--- config.mk ---
export PLATFORM = sky130hd
export DESIGN_NAME = mul_share_arb
export DESIGN_NICKNAME = d
export VERILOG_FILES = /design/src/rtl/mul_share_arb.sv
export SDC_FILE = /design/constraint.sdc
export NUM_CORES = 1
export LEC_CHECK = 0
export CELL_PAD_IN_SITES_DETAIL_PLACEMENT = 1
export CELL_PAD_IN_SITES_GLOBAL_PLACEMENT = 2
export CORE_UTILIZATION = 29
export DETAILED_ROUTE_END_ITERATION = 10
export PLACE_DENSITY = 0.82
export SYNTH_ARGS = -nofsm -noshare
export SYNTH_HDL_FRONTEND = slang
export SYNTH_SLANG_ARGS = --single-unit
--- constraint.sdc ---
create_clock -name clk -period 2.7 [get_ports clk]
set_input_delay 0.54 -clock clk [delete_from_list [all_inputs] [get_ports clk]]
set_output_delay 0.54 -clock clk [all_outputs]
set_load 0.005 [all_outputs]
--- src/rtl/mul_share_arb.sv ---
// mul_share_arb
// Round-robin arbiter/scheduler sharing one external pipelined multiplier
// between two requesters. Each accepted operand pair is registered onto
// mul_a/mul_b and tagged with its requester id. The tag travels down a
// LAT+1 stage shift pipeline so that the product is steered back to the
// requester that issued it.
//
// Ports:
//   clk, rst_n              clock (rising edge), async active-low reset
//   reqN_valid/a/b/ready    operand handshake for requester N (N = 0, 1)
//   mul_a, mul_b            registered operands to the shared multiplier
//   mul_p                   product from the shared multiplier (LAT edges later)
//   rspN_valid, rspN_p      one-cycle response pulse and held product
//   idle                    nothing in flight and no request pending
module mul_share_arb #(
    parameter int W   = 4,
    parameter int LAT = 2
) (
    input  logic             clk,
    input  logic             rst_n,
    input  logic             req0_valid,
    input  logic [W-1:0]     req0_a,
    input  logic [W-1:0]     req0_b,
    output logic             req0_ready,
    input  logic             req1_valid,
    input  logic [W-1:0]     req1_a,
    input  logic [W-1:0]     req1_b,
    output logic             req1_ready,
    output logic [W-1:0]     mul_a,
    output logic [W-1:0]     mul_b,
    input  logic [2*W-1:0]   mul_p,
    output logic             rsp0_valid,
    output logic [2*W-1:0]   rsp0_p,
    output logic             rsp1_valid,
    output logic [2*W-1:0]   rsp1_p,
    output logic             idle
);

    typedef enum logic [0:0] {
        ST_EMPTY = 1'b0,
        ST_BUSY  = 1'b1
    } state_t;

    state_t         state_r;
    state_t         state_nxt_s;
    logic           ptr_r;
    logic           gnt0_s;
    logic           gnt1_s;
    logic           xfer_s;
    logic [LAT:0]   tag_vld_r;
    logic [LAT:0]   tag_id_r;
    logic           out_vld_s;
    logic           out_id_s;

    // Grant selection: a lone requester always wins, a tie goes to the pointer.
    always_comb begin
        gnt0_s = 1'b0;
        gnt1_s = 1'b0;
        if (req0_valid && req1_valid) begin
            gnt0_s = ~ptr_r;
            gnt1_s = ptr_r;
        end else if (req0_valid) begin
            gnt0_s = 1'b1;
        end else if (req1_valid) begin
            gnt1_s = 1'b1;
        end else begin
            gnt0_s = 1'b0;
            gnt1_s = 1'b0;
        end
    end

    assign req0_ready = gnt0_s;
    assign req1_ready = gnt1_s;
    assign xfer_s     = gnt0_s | gnt1_s;

    // The tag leaving the last stage lines up with the product on mul_p.
    assign out_vld_s  = tag_vld_r[LAT];
    assign out_id_s   = tag_id_r[LAT];

    // Priority pointer toggles only when an operand pair is actually taken.
    always_ff @(posedge clk or negedge rst_n) begin
        if (!rst_n) begin
            ptr_r <= 1'b0;
        end else if (xfer_s) begin
            ptr_r <= ~ptr_r;
        end else begin
            ptr_r <= ptr_r;
        end
    end

    // Operand registers: load the granted pair, otherwise hold.
    always_ff @(posedge clk or negedge rst_n) begin
        if (!rst_n) begin
            mul_a <= {W{1'b0}};
            mul_b <= {W{1'b0}};
        end else if (xfer_s) begin
            mul_a <= gnt1_s ? req1_a : req0_a;
            mul_b <= gnt1_s ? req1_b : req0_b;
        end else begin
            mul_a <= mul_a;
            mul_b <= mul_b;
        end
    end

    // Tag shift pipeline; stage 0 captures the issue of this edge.
    always_ff @(posedge clk or negedge rst_n) begin
        if (!rst_n) begin
            tag_vld_r <= {(LAT+1){1'b0}};
            tag_id_r  <= {(LAT+1){1'b0}};
        end else begin
            tag_vld_r <= {tag_vld_r[LAT-1:0], xfer_s};
            tag_id_r  <= {tag_id_r[LAT-1:0], gnt1_s};
        end
    end

    // Response registers: pulse valid, hold product between responses.
    always_ff @(posedge clk or negedge rst_n) begin
        if (!rst_n) begin
            rsp0_valid <= 1'b0;
            rsp1_valid <= 1'b0;
            rsp0_p     <= {(2*W){1'b0}};
            rsp1_p     <= {(2*W){1'b0}};
        end else begin
            rsp0_valid <= out_vld_s & ~out_id_s;
            rsp1_valid <= out_vld_s & out_id_s;
            if (out_vld_s && !out_id_s) begin
                rsp0_p <= mul_p;
            end else begin
                rsp0_p <= rsp0_p;
            end
            if (out_vld_s && out_id_s) begin
                rsp1_p <= mul_p;
            end else begin
                rsp1_p <= rsp1_p;
            end
        end
    end

    // Occupancy state register.
    always_ff @(posedge clk or negedge rst_n) begin
        if (!rst_n) begin
            state_r <= ST_EMPTY;
        end else begin
            state_r <= state_nxt_s;
        end
    end

    // Next occupancy: busy while a new issue arrives or an older tag survives
    // the shift (anything in stages 0..LAT-1 moves on rather than leaving).
    always_comb begin
        state_nxt_s = state_r;
        case (state_r)
            ST_EMPTY: begin
                if (xfer_s) begin
                    state_nxt_s = ST_BUSY;
                end else begin
                    state_nxt_s = ST_EMPTY;
                end
            end
            ST_BUSY: begin
                if (xfer_s || (|tag_vld_r[LAT-1:0])) begin
                    state_nxt_s = ST_BUSY;
                end else begin
                    state_nxt_s = ST_EMPTY;
                end
            end
            default: begin
                state_nxt_s = ST_EMPTY;
            end
        endcase
    end

    assign idle = (state_r == ST_EMPTY) & ~req0_valid & ~req1_valid;

endmodule

## After elaboration in Yosys (flattened, before gate mapping)

Cells that the tools add are included.

- Output and inout port bits: 29
- Input bits: 28
- Flip-flop bits (word level): 34

- Bitwise gates (word level): 10
- Mux-type cells: 10
- Reduce and logical (&&, ||, !) cells: 6

Operators by type and width:

| kind | number |
|---|---|
| $mux W4 | 2 |
| $mux W1 | 7 |
| $not A1 Y1 | 5 |
| $and A1 B1 Y1 | 4 |
| $logic_and A1 B1 Y1 | 3 |
| $pmux W1 S2 | 1 |
| $reduce_or A2 Y1 | 1 |
| $logic_not A1 Y1 | 1 |
| $logic_or A1 B1 Y1 | 1 |
| $or A1 B1 Y1 | 1 |

## Logic depth before layout (Yosys ltp)

Gate-level depths: netlist of run 1.

- Depth in word-level cells: 7
- Gate-level depth with buffers: 5

## Least setup slack after synthesis of run 1

Ideal clock, no wire load.

- Path type: input port to output port
- Start point: input req0_valid
- End point: output idle
- Arrival: 1.071 ns
- Required time: 2.160 ns
- Slack: 1.089 ns
- Cell stages on the path: 5
- Path through: buf_6 > buf_6 > nor2_2 > inv_1 > nor2_1

- Word-level cells in the longest chain between the ends: 3

Ends and longest elaborated chain:

| element | line | RTL |
|---|---|---|
| from (decl) | 21 | `input logic req0_valid,` |
| $not A1 Y1 | 173 | `assign idle = (state_r == ST_EMPTY) & ~req0_valid & ~req1_valid;` |
| $and A1 B1 Y1 (2 in a row) | 173 |  |
| to (decl) | 36 | `output logic idle` |

Every way passes these cells.

## Worst setup path after layout of run 1

- Start point: input req0_valid
- End point: output req1_ready

- Word-level cells in the longest chain between the ends: 2
- Elaborated cells on any way between the ends: 3

Ends and longest elaborated chain:

| element | line | RTL |
|---|---|---|
| $mux W1 / $logic_and A1 B1 Y1 (equally long branches) | 62, 59 |  |
| $mux W1 (*) | 59 | `if (req0_valid && req1_valid) begin` |
| to (decl) | 28 | `output logic req1_ready,` |

Every way passes the cells marked *; elsewhere a longest branch is shown, timed or not.

==> flow_summary.yaml, run 1 <==
status:
  outcome: "finished, violations left"
  failed_checks: "design-rule violations"
global_route:
  antenna_found_initial: 0
  grt_overflow: 0
  grt_pass1_wl_um: 5319
  first_global_vias: 1067
  track_usage_pct: 14.07
  grt_max_degree: 35
synthesis:
  synth-simple-area-share_pct: 7.921
  syn_inst: 92
  synth_area_per_cell_sq_um: 15.11
  synth_edf_count: 0
  syn_nets: 120
  synth_fa_ha_area_share_pct: 0
  synth-seq-cells: 34
  ys_types: 18
  synth_top_family_by_area: "multiplexers"
  synth_compound_area_share_pct: 12.42
  synthMuxAreaShare_pct: 12.96
  synth_area_sq_um: 1390
  yosysWarnings: 0
  ys.flop_type: "dfrtp_1"
  synth-async-reset-ratio_pct: 100.0
  synth-xor-area-share_pct: 0.6301
  seq_area_frac_synth_pct: 61.21
clock_tree:
  clk_path_buf_depth: 2
  clock_latency_ns: 0.28
  ctsResizeCount: 0
  cts-buffers-inserted: 5
  cts_sinks: 34
  cts_setup_buffers: 0
  hold_buffers: 0
  cts_max_level: 2
  clk_pin_slew_ns: 0.06
  cts_root_buf: "clkbuf_8"
  cts_tree: "yes"
finish:
  regArea_sq_um: 850.8
  drive_gt1_share_pct: 19.61
  final_nets: 182
  multi_input_area_sq_um: 471.7
  nFillCells: 448
  syn_to_final_growth_pct: 49.06
  stdcell_area_sq_um: 2072
  antennaDiodeCount: 0
placed_design:
  gp_congestion: 0.8219
  io_buffer_count: 56
  hpwlAfterDp_um: 2452
  place_area_sq_um: 1989
critical_path:
  r2r-start: "tag_id_r[2]"
  crit_type: "in -> out"
  r2r_setup_slack_ns: 1.19
  end_kind: "output port"
  startpoint_type: "primary input"
  critPathMaxFanout: 9
  timing.rr.end: "rsp0_p[2]"
  required_ns: 2.16
  rr_worst_depth: 2
  worstPathArrival_ns: 1.91
floorplanning:
  die_w_um: 71.24
  core_area_sq_um: 4474
  die_h_um: 71.24
  num_rows: 24
  die_area_sq_um: 5074
  start_util_pct: 31.07
  io_pins: 57
timing:
  rsz0062_at_grt: "false"
  layout_min_cycle_time_ns: 2.453
  fmax_mhz: 407.6
  drv_slew: 0
  fin_setup_tns_ns: 0
  final_hold_viol_count: 0
  tightestPinTransition_ns: 0.7345
  slew_headroom_pct: 50.93
  period_share_pct: 90.87
  setup_viol: 0
  fin_skew_ns: 0.002801
route:
  drt_first_iter_violations: 26
  viasPerCell: 4.800
  wl_per_cell_um: 15.52
  wirelength_um: 3181
  dr_total_vias: 984
  first_pass_iters: 7
  drc: 7
  ant_nets: 0
hold_path:
  hp-class: "reg -> reg"
  hold_end: "tag_id_r[2]"
  holdCritStartpoint: "tag_id_r[1]"
  min_path_cells: 0
power:
  ir_worst_vdd_uv: 249.8
  power_density_nw_per_um2: 738.1
  p_leak_uw: 0.0008536
run:
  cap_viol_max_count: 0
## placed cells by master (no fill, tap or decap)
cell and n:
a211o_1 8, nor2b_1 9, inv_1 3, xnor2_1 1, a21boi_0 1, nand2b_4 1, clkdlybuf4s50_1 56, dfrtp_1 34
nand2_2 1, buf_4 4, nor2_2 1, nor2_1 1, mux2_2 16, o21ai_0 1, clkbuf_8 6, nand2_1 1
o221a_1 8, nand2_8 1
## worst max-delay path: stages
cell             delay (ns)
clkdlybuf4s50_1        0.50
nand2b_4               0.20
nand2_8                0.09
inv_1                  0.07
clkdlybuf4s50_1        0.50
## metrics by stage
| step | hold slack, ns | std cells | setup WS, ns | utilization [%] | power [uW] |
|---|---|---|---|---|---|
| after CTS | 0.3713 | 205 | 0.2283 | 46.31 | 1557 |
| after global placement | 0.3333 | 199 | 0.2534 | 44.46 | 1172 |
| after global routing | 0.3764 | 205 | 0.1792 | 46.31 | 1627 |
| final | 0.3623 | 205 | 0.2466 | 46.31 | 1529 |
| after floorplan | 0.2444 | 92 | 1.089 | - | 895.9 |
| after detailed placement | 0.3570 | 199 | 0.2321 | 44.46 | 1187 |
## worst max path at each step
stage / slack (ns) / end / depth (start not counted) / start
after floorplan: 1.09 / idle / 5 / req0_valid
after global routing: 0.18 / req1_ready / 5 / req0_valid
after detailed placement: 0.23 / req1_ready / 5 / req0_valid
after global placement: 0.25 / idle / 5 / req0_valid
after CTS: 0.23 / req1_ready / 5 / req0_valid
final: 0.25 / req1_ready / 5 / req0_valid
## logic make-up (layout without fill, tap and decap cells)
| family | count (synthesis) | count (layout) |
|---|---|---|
| AOI/OAI and AO/OA | 18 | 18 |
| xor gates and xnor gates | 1 | 1 |
| buffers and inverters | 8 | 69 |
| DFF | 34 | 34 |
| muxes | 16 | 16 |
| and+or+nand+nor | 15 | 15 |
## synthesized netlist by cell type (3+ instances only)
| cell | instances | area (sq um) |
|---|---|---|
| inv_1 | 3 | 11.26 |
| buf_6 | 3 | 33.78 |
| a211o_1 | 8 | 70.07 |
| dfrtp_1 | 34 | 850.8 |
| mux2_2 | 16 | 180.2 |
| nor2b_1 | 9 | 56.30 |
| o221a_1 | 8 | 90.09 |
## report_power, final
part,total [uW],internal (uW),switching (uW)
clock,359,196,162
sequential,686,625,61.5
combinational,485,326,159
## metal layers
| layer | vias to the layer above | GRT usage (%) | share of wire (%) |
|---|---|---|---|
| met5 | - | 0 | 0 |
| met4 | 0 | 6.667 | 1.9 |
| li1 | 450 | - | - |
| met3 | 8 | 5.767 | 11 |
| met1 | 466 | 17.31 | 42 |
| met2 | 60 | 21.59 | 44 |
## flip-flops by register name, summed over array words and instances (netlist names)
signal	flops
rsp1_p	8
tag_id_r	3
tag_vld_r	3
mul_a	4
rsp0_valid	1
rsp0_p	8
state_r	1
mul_b	4
rsp1_valid	1
ptr_r	1
## final cells by class
| cell class | count | share of cell area [%] |
|---|---|---|
| clock buffers | 6 | 3.986 |
| inverters | 3 | 0.5435 |
| multi-input cells | 50 | 22.77 |
| flip-flops and latches | 34 | 41.06 |
| well taps | 52 | 3.140 |
| repair buffers | 60 | 28.50 |
Note: power is estimated with default switching activity, not from simulation.
==> run 2: changes to the inputs <==
CAP_MARGIN = 10   (was not set)
==> results of run 2 <==
Final layout, timing and power as in run 1 (identical DEF).
==> run 3: changes to the inputs <==
CORE_ASPECT_RATIO = 0.7   (was not set)
==> flow_summary.yaml, run 3 (synthesis gave the netlist of run 1 again) <==
global_route:
  grtUsageMet3_pct: 4.696
  gr-usage-met2_pct: 21.37
  met1_usage_pct: 18.12
  grt_overflow: 0
  track_usage_pct: 13.87
  antenna_found_initial: 0
  grt_max_degree: 35
  first_global_vias: 1038
  grt_pass1_wl_um: 5216
  busiest_layer: "met2"
clock_tree:
  cts-buffers-inserted: 5
  clk_pin_slew_ns: 0.07
  cts_sinks: 34
  ctsResizeCount: 0
  clk_path_buf_depth: 2
  clock_latency_ns: 0.28
  hold_buffers: 0
  cts_tree: "yes"
  cts_setup_buffers: 0
  cts_max_level: 2
  cts_root_buf: "clkbuf_8"
timing:
  fin_setup_tns_ns: 0
  final_hold_viol_count: 0
  layout_min_cycle_time_ns: 2.588
  setup_viol: 0
  rsz0062_at_grt: "false"
  tightestPinTransition_ns: 0.7660
  slew_headroom_pct: 48.83
  drv_slew: 0
  period_share_pct: 95.85
  hold_ws_ns: 0.3599
  fin_skew_ns: 0.002087
  fmax_mhz: 386.4
critical_path:
  crit_family: "buffers and inverters"
  worstPathArrival_ns: 2.05
  critPathSlowestCell: "clkdlybuf4s50_1"
  crit_type: "in -> out"
  end_kind: "output port"
  path_cells: "clkdlybuf4s50_1, nand2b_4, nand2_8, inv_1, clkdlybuf4s50_1"
  cpPeakStageDelay_ns: 0.58
  critPathMaxFanout: 9
  r2r_setup_slack_ns: 1.18
  startpoint_type: "primary input"
  r2r-start: "tag_id_r[2]"
  timing.rr.end: "rsp0_p[3]"
  cp_num_buf_inv: 3
  crit_top_cell: "clkdlybuf4s50_1"
  required_ns: 2.16
  critPathLaunch: "req0_valid"
  rr_worst_depth: 2
hold_path:
  holdCritStartpoint: "tag_id_r[0]"
  min_path_cells: 0
  hold_end: "tag_id_r[1]"
  hp-class: "reg -> reg"
run:
  cap_viol_max_count: 0
power:
  p_sw_uw: 394.8
  p_comb_share_pct: 31.0
  power_density_nw_per_um2: 745.9
  clockPowerShare_pct: 24.6
  ir_worst_vdd_uv: 317.4
  p_leak_uw: 0.0008539
  cell_internal_pwr_uw: 1155
  sw_frac_of_total_pct: 25.48
  seq_power_share_pct: 44.3
placed_design:
  io_buffer_count: 56
  gp_congestion: 0.7814
route:
  wirelength_um: 3164
  wl_per_cell_um: 15.14
  drt_first_iter_violations: 44
  ant_nets: 0
  dr_total_vias: 971
  first_pass_iters: 9
  drc: 1
  viasPerCell: 4.646
floorplanning:
  start_util_pct: 31.03
  core_area_sq_um: 4479
  die_w_um: 84.75
  num_rows: 20
  die_area_sq_um: 5079
  io_pins: 57
  die_h_um: 59.93
finish:
  drive_gt1_share_pct: 19.48
  largestRegisters: "rsp0_p: 8 flops, rsp1_p: 8 flops"
  final_common_cell: "clkdlybuf4s50_1"
  syn_to_final_growth_pct: 49.41
  final_nets: 181
  antennaDiodeCount: 0
  mostFrequentLayoutCells: "clkdlybuf4s50_1, dfrtp_1, mux2_2"
status:
  outcome: "finished, violations left"
  failed_checks: "design-rule violations"
==> run 3: metal layers <==
layer  vias to the layer above  share of wire (%)  wire (um)
met5                         -                  0          0
met4                         0                1.3         42
met3                         5                4.5        141
met2                        24                 47       1496
met1                       487                 47       1483
li1                        455                  -          -
==> run 3: worst max path at each step <==
| stage | to | slack [ns] | cells past startpoint |
|---|---|---|---|
| finish | req1_ready | 0.11 | 5 |
| global route | req1_ready | 0.02 | 5 |
| CTS | req1_ready | 0.1 | 5 |
| detailed placement | req1_ready | 0.11 | 5 |
| global placement | req1_ready | 0.13 | 5 |
| floorplan | idle | 1.09 | 5 |
==> run 3: final cells by class <==
class                           count  area [sq um]
Clock inverter                      1         5.005
Clock buffer                        7         86.33
Inverter                            3         11.26
Tap cell                           55         68.82
Sequential cell                    34         850.8
Timing Repair Buffer               59         583.1
Multi-Input combinational cell     50         471.7
Fill cell                         459          2402
==> run 3: metrics by stage <==
stage	total power [uW]	cell area, sq um	utilization (%)	setup WS (ns)	cells
detailed placement	1185	1986	44.33	0.1122	201
CTS	1573	2077	46.37	0.09952	209
global route	1644	2077	46.37	0.02378	209
global placement	1169	1986	44.33	0.1269	201
finish	1549	2077	46.37	0.1121	209
floorplan	895.9	1390	-	1.089	92
==> run 3: power by group through the flow <==
stage	sequential (uW)	combinational [uW]	clock, uW
after global routing	704	516	425
after global placement	691	478	0
after floorplan	694	202	0
final	687	481	381
after CTS	690	489	394
after detailed placement	698	487	0
